## src/rtl/ddco_pkg.sv

```systemverilog
// Shared definitions for the decoder select sequencer: mode encodings, FSM states
// and mode normalisation.
package ddco_pkg;

  localparam logic [1:0] MODE_UP       = 2'b00;
  localparam logic [1:0] MODE_DOWN     = 2'b01;
  localparam logic [1:0] MODE_PINGPONG = 2'b10;

  typedef enum logic [1:0] {
    ST_IDLE     = 2'b00,
    ST_RUN_UP   = 2'b01,
    ST_RUN_DOWN = 2'b10
  } state_t;

  // The reserved encoding 11 behaves exactly like up, so it is folded here once.
  function automatic logic [1:0] norm_mode(input logic [1:0] mode);
    logic [1:0] res;
    case (mode)
      MODE_DOWN:     res = MODE_DOWN;
      MODE_PINGPONG: res = MODE_PINGPONG;
      default:       res = MODE_UP;
    endcase
    return res;
  endfunction

endpackage

```

## src/rtl/decoder_select_sequencer_step_prescaler.sv

```systemverilog
// Mod-DIV prescaler: counts 0..DIV-1 while enabled and flags the terminal count
// as a step tick. clr forces the count back to zero.
module step_prescaler #(
  parameter int DIV = 4
) (
  input  logic clk,
  input  logic rst,
  input  logic en,
  input  logic clr,
  output logic tick
);

  localparam int CW = (DIV > 1) ? $clog2(DIV) : 1;
  localparam logic [CW-1:0] LAST_CNT = CW'(DIV - 1);
  localparam logic [CW-1:0] CNT_ZERO = {CW{1'b0}};
  localparam logic [CW-1:0] CNT_ONE  = CW'(1'b1);

  logic [CW-1:0] count_r;

  // Terminal-count detect; a clear in the same cycle suppresses the tick.
  always_comb begin
    tick = en && !clr && (count_r == LAST_CNT);
  end

  // Counter register with clear priority over counting.
  always_ff @(posedge clk) begin
    if (rst) begin
      count_r <= CNT_ZERO;
    end else if (clr) begin
      count_r <= CNT_ZERO;
    end else if (en) begin
      if (count_r == LAST_CNT) begin
        count_r <= CNT_ZERO;
      end else begin
        count_r <= count_r + CNT_ONE;
      end
    end else begin
      count_r <= count_r;
    end
  end

endmodule

```

## src/rtl/decoder_select_sequencer.sv

```systemverilog
// Select-code generator for the 2-to-4 decoder: steps SEL up, down or ping-pong at a
// DIV-cycle rate, with load and start/stop control. For W=2, SEL[1] feeds D0, SEL[0] feeds D1.
module decoder_select_sequencer
  import ddco_pkg::*;
#(
  parameter int W   = 2,
  parameter int DIV = 4
) (
  input  logic         clk,
  input  logic         rst,
  input  logic         START,
  input  logic         STOP,
  input  logic [1:0]   MODE,
  input  logic         LOAD,
  input  logic [W-1:0] LOAD_VAL,
  output logic [W-1:0] SEL,
  output logic         STEP,
  output logic         WRAP,
  output logic         BUSY
);

  localparam logic [W-1:0] SEL_ZERO = {W{1'b0}};
  localparam logic [W-1:0] SEL_ONE  = W'(1'b1);
  localparam logic [W-1:0] SEL_MAX  = {W{1'b1}};

  state_t       state_r;
  logic [1:0]   mode_r;
  logic [W-1:0] sel_r;
  logic         step_r;
  logic         wrap_r;
  logic         busy_r;
  logic         pre_en_s;
  logic         pre_clr_s;
  logic         tick_s;

  // Prescaler runs only in RUN states; STOP, LOAD and IDLE all restart it from zero.
  always_comb begin
    pre_en_s  = (state_r != ST_IDLE);
    pre_clr_s = STOP || LOAD || (state_r == ST_IDLE);
  end

  step_prescaler #(
    .DIV (DIV)
  ) u_step_prescaler (
    .clk  (clk),
    .rst  (rst),
    .en   (pre_en_s),
    .clr  (pre_clr_s),
    .tick (tick_s)
  );

  // Sequencer FSM, SEL register and registered STEP/WRAP/BUSY flags.
  always_ff @(posedge clk) begin
    if (rst) begin
      state_r <= ST_IDLE;
      mode_r  <= MODE_UP;
      sel_r   <= SEL_ZERO;
      step_r  <= 1'b0;
      wrap_r  <= 1'b0;
      busy_r  <= 1'b0;
    end else begin
      step_r <= 1'b0;
      wrap_r <= 1'b0;
      if (STOP) begin
        state_r <= ST_IDLE;
        busy_r  <= 1'b0;
      end else begin
        if (LOAD) begin
          sel_r <= LOAD_VAL;
        end
        case (state_r)
          ST_IDLE: begin
            if (START) begin
              mode_r  <= norm_mode(MODE);
              busy_r  <= 1'b1;
              state_r <= (norm_mode(MODE) == MODE_DOWN) ? ST_RUN_DOWN : ST_RUN_UP;
            end
          end
          ST_RUN_UP: begin
            // A load in the same cycle wins over the step.
            if (tick_s && !LOAD) begin
              step_r <= 1'b1;
              if (sel_r != SEL_MAX) begin
                sel_r <= sel_r + SEL_ONE;
              end else begin
                wrap_r <= 1'b1;
                if (mode_r == MODE_PINGPONG) begin
                  sel_r   <= SEL_MAX - SEL_ONE;
                  state_r <= ST_RUN_DOWN;
                end else begin
                  sel_r <= SEL_ZERO;
                end
              end
            end
          end
          ST_RUN_DOWN: begin
            if (tick_s && !LOAD) begin
              step_r <= 1'b1;
              if (sel_r != SEL_ZERO) begin
                sel_r <= sel_r - SEL_ONE;
              end else begin
                wrap_r <= 1'b1;
                if (mode_r == MODE_PINGPONG) begin
                  sel_r   <= SEL_ONE;
                  state_r <= ST_RUN_UP;
                end else begin
                  sel_r <= SEL_MAX;
                end
              end
            end
          end
          default: begin
            state_r <= ST_IDLE;
            busy_r  <= 1'b0;
          end
        endcase
      end
    end
  end

  assign SEL  = sel_r;
  assign STEP = step_r;
  assign WRAP = wrap_r;
  assign BUSY = busy_r;

endmodule

```

## config.mk

```make
export PLATFORM = sky130hd
export DESIGN_NAME = decoder_select_sequencer
export DESIGN_NICKNAME = d
export VERILOG_FILES = /design/src/rtl/ddco_pkg.sv /design/src/rtl/decoder_select_sequencer_step_prescaler.sv /design/src/rtl/decoder_select_sequencer.sv
export SDC_FILE = /design/constraint.sdc
export NUM_CORES = 1
export LEC_CHECK = 0
export CAP_MARGIN = 20
export CORE_MARGIN = 8
export CORE_UTILIZATION = 50
export CTS_BUF_LIST = sky130_fd_sc_hd__clkbuf_2
export DETAILED_ROUTE_END_ITERATION = 10
export PLACE_DENSITY = 0.78
export SLEW_MARGIN = 10
export SYNTH_ARGS = -nofsm -noshare
export SYNTH_HDL_FRONTEND = slang
export SYNTH_SLANG_ARGS = --single-unit
```

## constraint.sdc

```tcl
create_clock -name clk -period 3.1 [get_ports clk]
set_clock_uncertainty 0.05 [all_clocks]
set_input_delay 0.775 -clock clk [delete_from_list [all_inputs] [get_ports clk]]
set_output_delay 0.775 -clock clk [all_outputs]
set_load 0.01 [all_outputs]
```

Word-level counts from Yosys, hierarchy flattened
Cells that the tools add are included.
- memory bits (read-only): 0
- bits of input ports: 9
- flip-flop bits (word level): 11
- bits in latches: 0
- word-level logic and storage cells: 75
- bits in writable memories: 0
- memories kept: 0
- $lt $le $gt $ge: 0
- shift-type cells: 0
- add/sub/neg operators: 3
- multiplexer cells: 31
- div/mod/pow operators: 0
- equal/unequal tests: 15
- multipliers: 0
- bitwise operators: 2
- reductions and logical operators: 17
- operators with widths (kind ; number):
    2-bit 2-to-1 mux ; 20
    2-bit != test (second input constant) ; 8
    2-bit == test (second input constant) ; 4
    2-bit one-hot mux with 2 select lines ; 2
    7-bit AND reduction ; 1
    2-bit by 1-bit == test with 1-bit output (second input constant) ; 3
    1-bit 2-to-1 mux ; 6
    2-bit one-hot mux with 3 select lines ; 1
    2-bit OR reduction ; 3
    2-bit by 1-bit adder with 2-bit output (second input constant) ; 2
    1-bit one-hot mux with 2 select lines ; 2
    2-bit nonzero test ; 2
    1-bit logical AND ; 3
    3-bit AND reduction ; 1
    3-bit OR reduction ; 1
    1-bit logical NOT ; 2
    2-bit logical NOT ; 1
    1-bit logical OR ; 2
    1-bit NOT ; 2
    2-bit AND reduction ; 1
    2-bit by 1-bit subtractor with 2-bit output (second input constant) ; 1

Longest topological paths before layout
- depth in word-level cells: 10
- gate-level depth with buffers: 6

Hierarchy
Synthesis repeated with hierarchy kept, for this count alone.
- cell total of the unflattened synthesis: 83
- area total of the unflattened synthesis: 735.7 µm²
- by module, submodules not included (module ; area each (µm²) ; instances ; cells each):
    decoder_select_sequencer ; 631.9 ; 1 ; 74
    step_prescaler ; 103.8 ; 1 ; 9

Least setup slack after synthesis
No wires, ideal clock.
- path type: input port to flip-flop
- start: input port STOP
- end: register state_r[0]
- path buffers: 1
- path slack: 1071 ps
- setup time: 116 ps
- stages on the path: 5
- data arrival time: 1862 ps
- cells stage by stage: buf_6 nor4b_4 a21oi_2 or4_1 o211a_1
- longest elaborated chain between the ends: 8
- elaborated cells between the ends (all ways): 10
- RTL lines (element ; RTL line ; source):
    start, declared ; decoder_select_sequencer.sv:12 ; input logic STOP,
    1-bit logical OR (2 in a row) ; decoder_select_sequencer.sv:39 ; pre_clr_s = STOP || LOAD || (state_r == ST_IDLE);
    1-bit logical NOT ; decoder_select_sequencer_step_prescaler.sv:22 ; tick = en && !clr && (count_r == LAST_CNT);
    1-bit logical AND (2 in a row) ; decoder_select_sequencer_step_prescaler.sv:22 ;
    1-bit logical AND ; decoder_select_sequencer.sv:81, decoder_select_sequencer.sv:97 ;
    2-bit != test (no source line) ; n/a ;
    7-bit AND reduction (no source line) ; n/a ;
    end signal, assigned ; decoder_select_sequencer.sv:76 ; state_r <= (norm_mode(MODE) == MODE_DOWN) ? ST_RUN_DOWN : ST_RUN_UP;
    end, declared ; decoder_select_sequencer.sv:26 ; state_t state_r;
Parallel ways exist; a longest one is shown, timed or not.
A chain may end at the register's enable or synchronous reset.

Worst setup path after layout
Ends and elaborated chain as after synthesis.

==> reports/metrics.yaml <==
status:
  status: "complete, no violations"
sta:
  finalCriticalPeriod_ns: 2.32
  maxSlewViolCount: 0
  max_freq_mhz: 431
  whs_ns: 0.388
  rsz0062_at_grt: "no"
  tns_ns: 0
  worst_slew_pin_slew_ns: 0.378
  hold_viol: 0
  setup_viol: 0
  worst_slew_margin_rel_pct: 74.7
  fin_crit_sh_pct: 74.8
setup_path:
  reg2reg_from: "state_r[0]$_SDFFE_PP0P_"
  required_ns: 3.24
  critPathArrivalTime_ns: 2.46
  path_max_fanout: 8
  r2r_setup_slack_ns: 0.98
  rr_endpoint: "state_r[0]$_SDFFE_PP0P_"
  path_class: "primary input to flip-flop"
  worstSetupEndpointType: "flip-flop"
  rr_worst_depth: 6
  startpoint_type: "primary input"
yosys:
  yosysSeqAreaShare_pct: 33.0
  ys_ff_latch: 11
  synth_most_common_cell: "dfxtp_1"
  synth_cells: 77
  synth_cell_types: 28
  avgSynthCellArea_um2: 8.66
  synth_top_cell_area_share_pct: 33.0
  synth_nets: 92
  synth-edff-count: 0
  synth_area_um2: 667
  ys_top_cells_by_area: "dfxtp_1 33%, ha_1 11%, nor2_1 5.6%"
  ys.flop_type: "dfxtp_1"
  yosysWarnings: 0
  ys_async_sr_fraction_pct: 0
  synth_common_cells: "11 x dfxtp_1, 10 x nor2_1, 7 x inv_1"
  synth_top_area_cell: "dfxtp_1"
placed_design:
  place.gp.congestion: 0.863
  place_area_um2: 805
  dp_hpwl_mm: 1.14
  placement.io_buffers: 13
pwr:
  p_comb_share_pct: 24.5
  leakage_nw: 0.338
  p_per_area_nw_per_um2: 389
  pwr-share-seq_pct: 47.5
  ir_drop_mv: 0.237
  p_switching_uw: 103
  internal_power_uw: 218
  p_sw_share_pct: 32.0
  clockPowerShare_pct: 28.0
route:
  routed_wl_mm: 1.49
  vias: 623
  drt_iter0_drc: 16
  via_per_inst: 5.77
  drc_errors: 0
  ant_nets: 0
  routedWlPerCell_um: 13.8
  drt-pass1-iter-count: 4
clock_network:
  cts_htree_levels: 1
  cts.sinks: 11
  numCtsBuffers: 3
  insertion_delay_ns: 0.28
  tritoncts: "yes"
  clock-root-buffer: "clkbuf_2"
  postCtsSetupBuffers: 0
  path_clk_slew_ns: 0.13
  clockBufferDepth: 2
  ctsHoldBuffers: 0
  cts_resized: 0
global_route:
  grt_pass1_wl_mm: 2.50
  grtUsageTotal_pct: 11.9
  gr-total-overflow: 0
  grt_pass1_vias: 615
  grt_start_max_net_pins: 9
  antenna_found_initial: 0
floorplanning:
  dieWidth_um: 52.5
  core_um2: 1270
  dieArea_um2: 2760
  rows: 13
  start_util_pct: 52.6
  die_h_um: 52.5
  io_pins: 14
finish:
  area_growth_pct: 23.6
  diodes: 0
  final_area_um2: 825
  final_nets: 109
  utilization_pct: 65.0
  drive_above_1_share_pct: 8.60
worst_hold_path:
  hold_path.class: "flip-flop to flip-flop"
  min_from: "u_step_prescaler.count_r[0]$_SDFFE_PP0N_"
  hold_depth: 1
  whs_endpoint: "u_step_prescaler.count_r[0]$_SDFFE_PP0N_"
job:
  max_cap_viol_count: 0
[cells by family after synthesis]
kind of cell    Yosys count  share of synthesized area (%)
simple gates             29                           24.0
compound gates           19                           19.9
flops                    11                           33.0
buf+inv                   8                           5.63
fa+ha+maj                 6                           11.3
mux                       4                           6.19
[through the flow]
stage	total power, mW	cells	setup slack [ns]
6_report	0.321	108	0.782
3_5_place_dp	0.232	104	0.501
4_1_cts	0.320	108	0.810
2_1_floorplan	0.205	77	1.07
3_3_place_gp	0.231	104	0.549
5_1_grt	0.339	108	0.736
[final cells by class]
| class | instances | area [um^2] |
|---|---|---|
| timing repair buffer | 13 | 130 |
| sequential | 11 | 220 |
| tap | 15 | 18.8 |
| inverter | 7 | 26.3 |
| clock buffer | 4 | 20.0 |
| fill | 111 | 444 |
| multi-input combinational | 58 | 409 |
[power by group through the flow]
| stage | combinational, mW | clock [mW] | sequential (mW) |
|---|---|---|---|
| 4_1_cts | 0.0773 | 0.0905 | 0.152 |
| 3_3_place_gp | 0.0759 | 0 | 0.155 |
| 2_1_floorplan | 0.0489 | 0 | 0.156 |
| 6_report | 0.0785 | 0.0898 | 0.152 |
| 5_1_grt | 0.0868 | 0.0987 | 0.153 |
| 3_5_place_dp | 0.0768 | 0 | 0.155 |
[metal layers]
layer  wire length (um)  up-vias  GRT usage, %
met5                  0        -             0
met4                 19        0          8.19
met3                 99        4          4.26
met2                680       25          18.0
met1                693      288          13.7
li1                   -      306             -
[registers in the layout, summed over array words and instances, names as in the netlist]
register                  flops
SEL                           2
WRAP                          1
mode_r                        2
STEP                          1
state_r                       2
u_step_prescaler.count_r      2
BUSY                          1
[worst max-delay path by stage]
stage / start / end / slack, ns / depth (start not counted)
6_report: STOP / state_r[0]$_SDFFE_PP0P_ / 0.78 / 5
5_1_grt: STOP / SEL[0]$_SDFFE_PP0N_ / 0.74 / 5
4_1_cts: STOP / state_r[0]$_SDFFE_PP0P_ / 0.81 / 5
3_5_place_dp: STOP / state_r[0]$_SDFFE_PP0P_ / 0.50 / 5
3_3_place_gp: STOP / state_r[0]$_SDFFE_PP0P_ / 0.55 / 5
2_1_floorplan: STOP / state_r[0]$_SDFFE_PP0P_ / 1.07 / 5
[layout by cell type, fill, tap and decap left out]
cell type / Yosys / final
clkdlybuf4s50_1: 0 / 13
dfxtp_1: 11 / 11
nor2_1: 10 / 10
inv_1: 7 / 7
nand2_1: 6 / 6
a21oi_1: 6 / 6
ha_1: 6 / 6
clkbuf_2: 0 / 4
mux2i_1: 3 / 3
nor3_1: 3 / 3
o21ai_0: 3 / 3
nor2b_1: 2 / 2
a211o_1: 2 / 2
nor3b_1: 2 / 2
nand3b_1: 1 / 1
nand2b_1: 1 / 1
o221ai_1: 1 / 1
nor4b_4: 1 / 1
a21oi_2: 1 / 1
or4_1: 1 / 1
o211a_1: 1 / 1
a21boi_0: 1 / 1
nor4_1: 1 / 1
a311oi_1: 1 / 1
o2bb2ai_1: 1 / 1
mux2_2: 1 / 1
a31o_2: 1 / 1
and3_1: 1 / 1
a221oi_1: 1 / 1
[worst max-delay path, stage by stage]
cell and delay (ns):
clkdlybuf4s50_1 0.57, nor4b_4 0.36, a21oi_2 0.11, or4_1 0.51, o211a_1 0.14
Power figures use the tool's default switching activity.
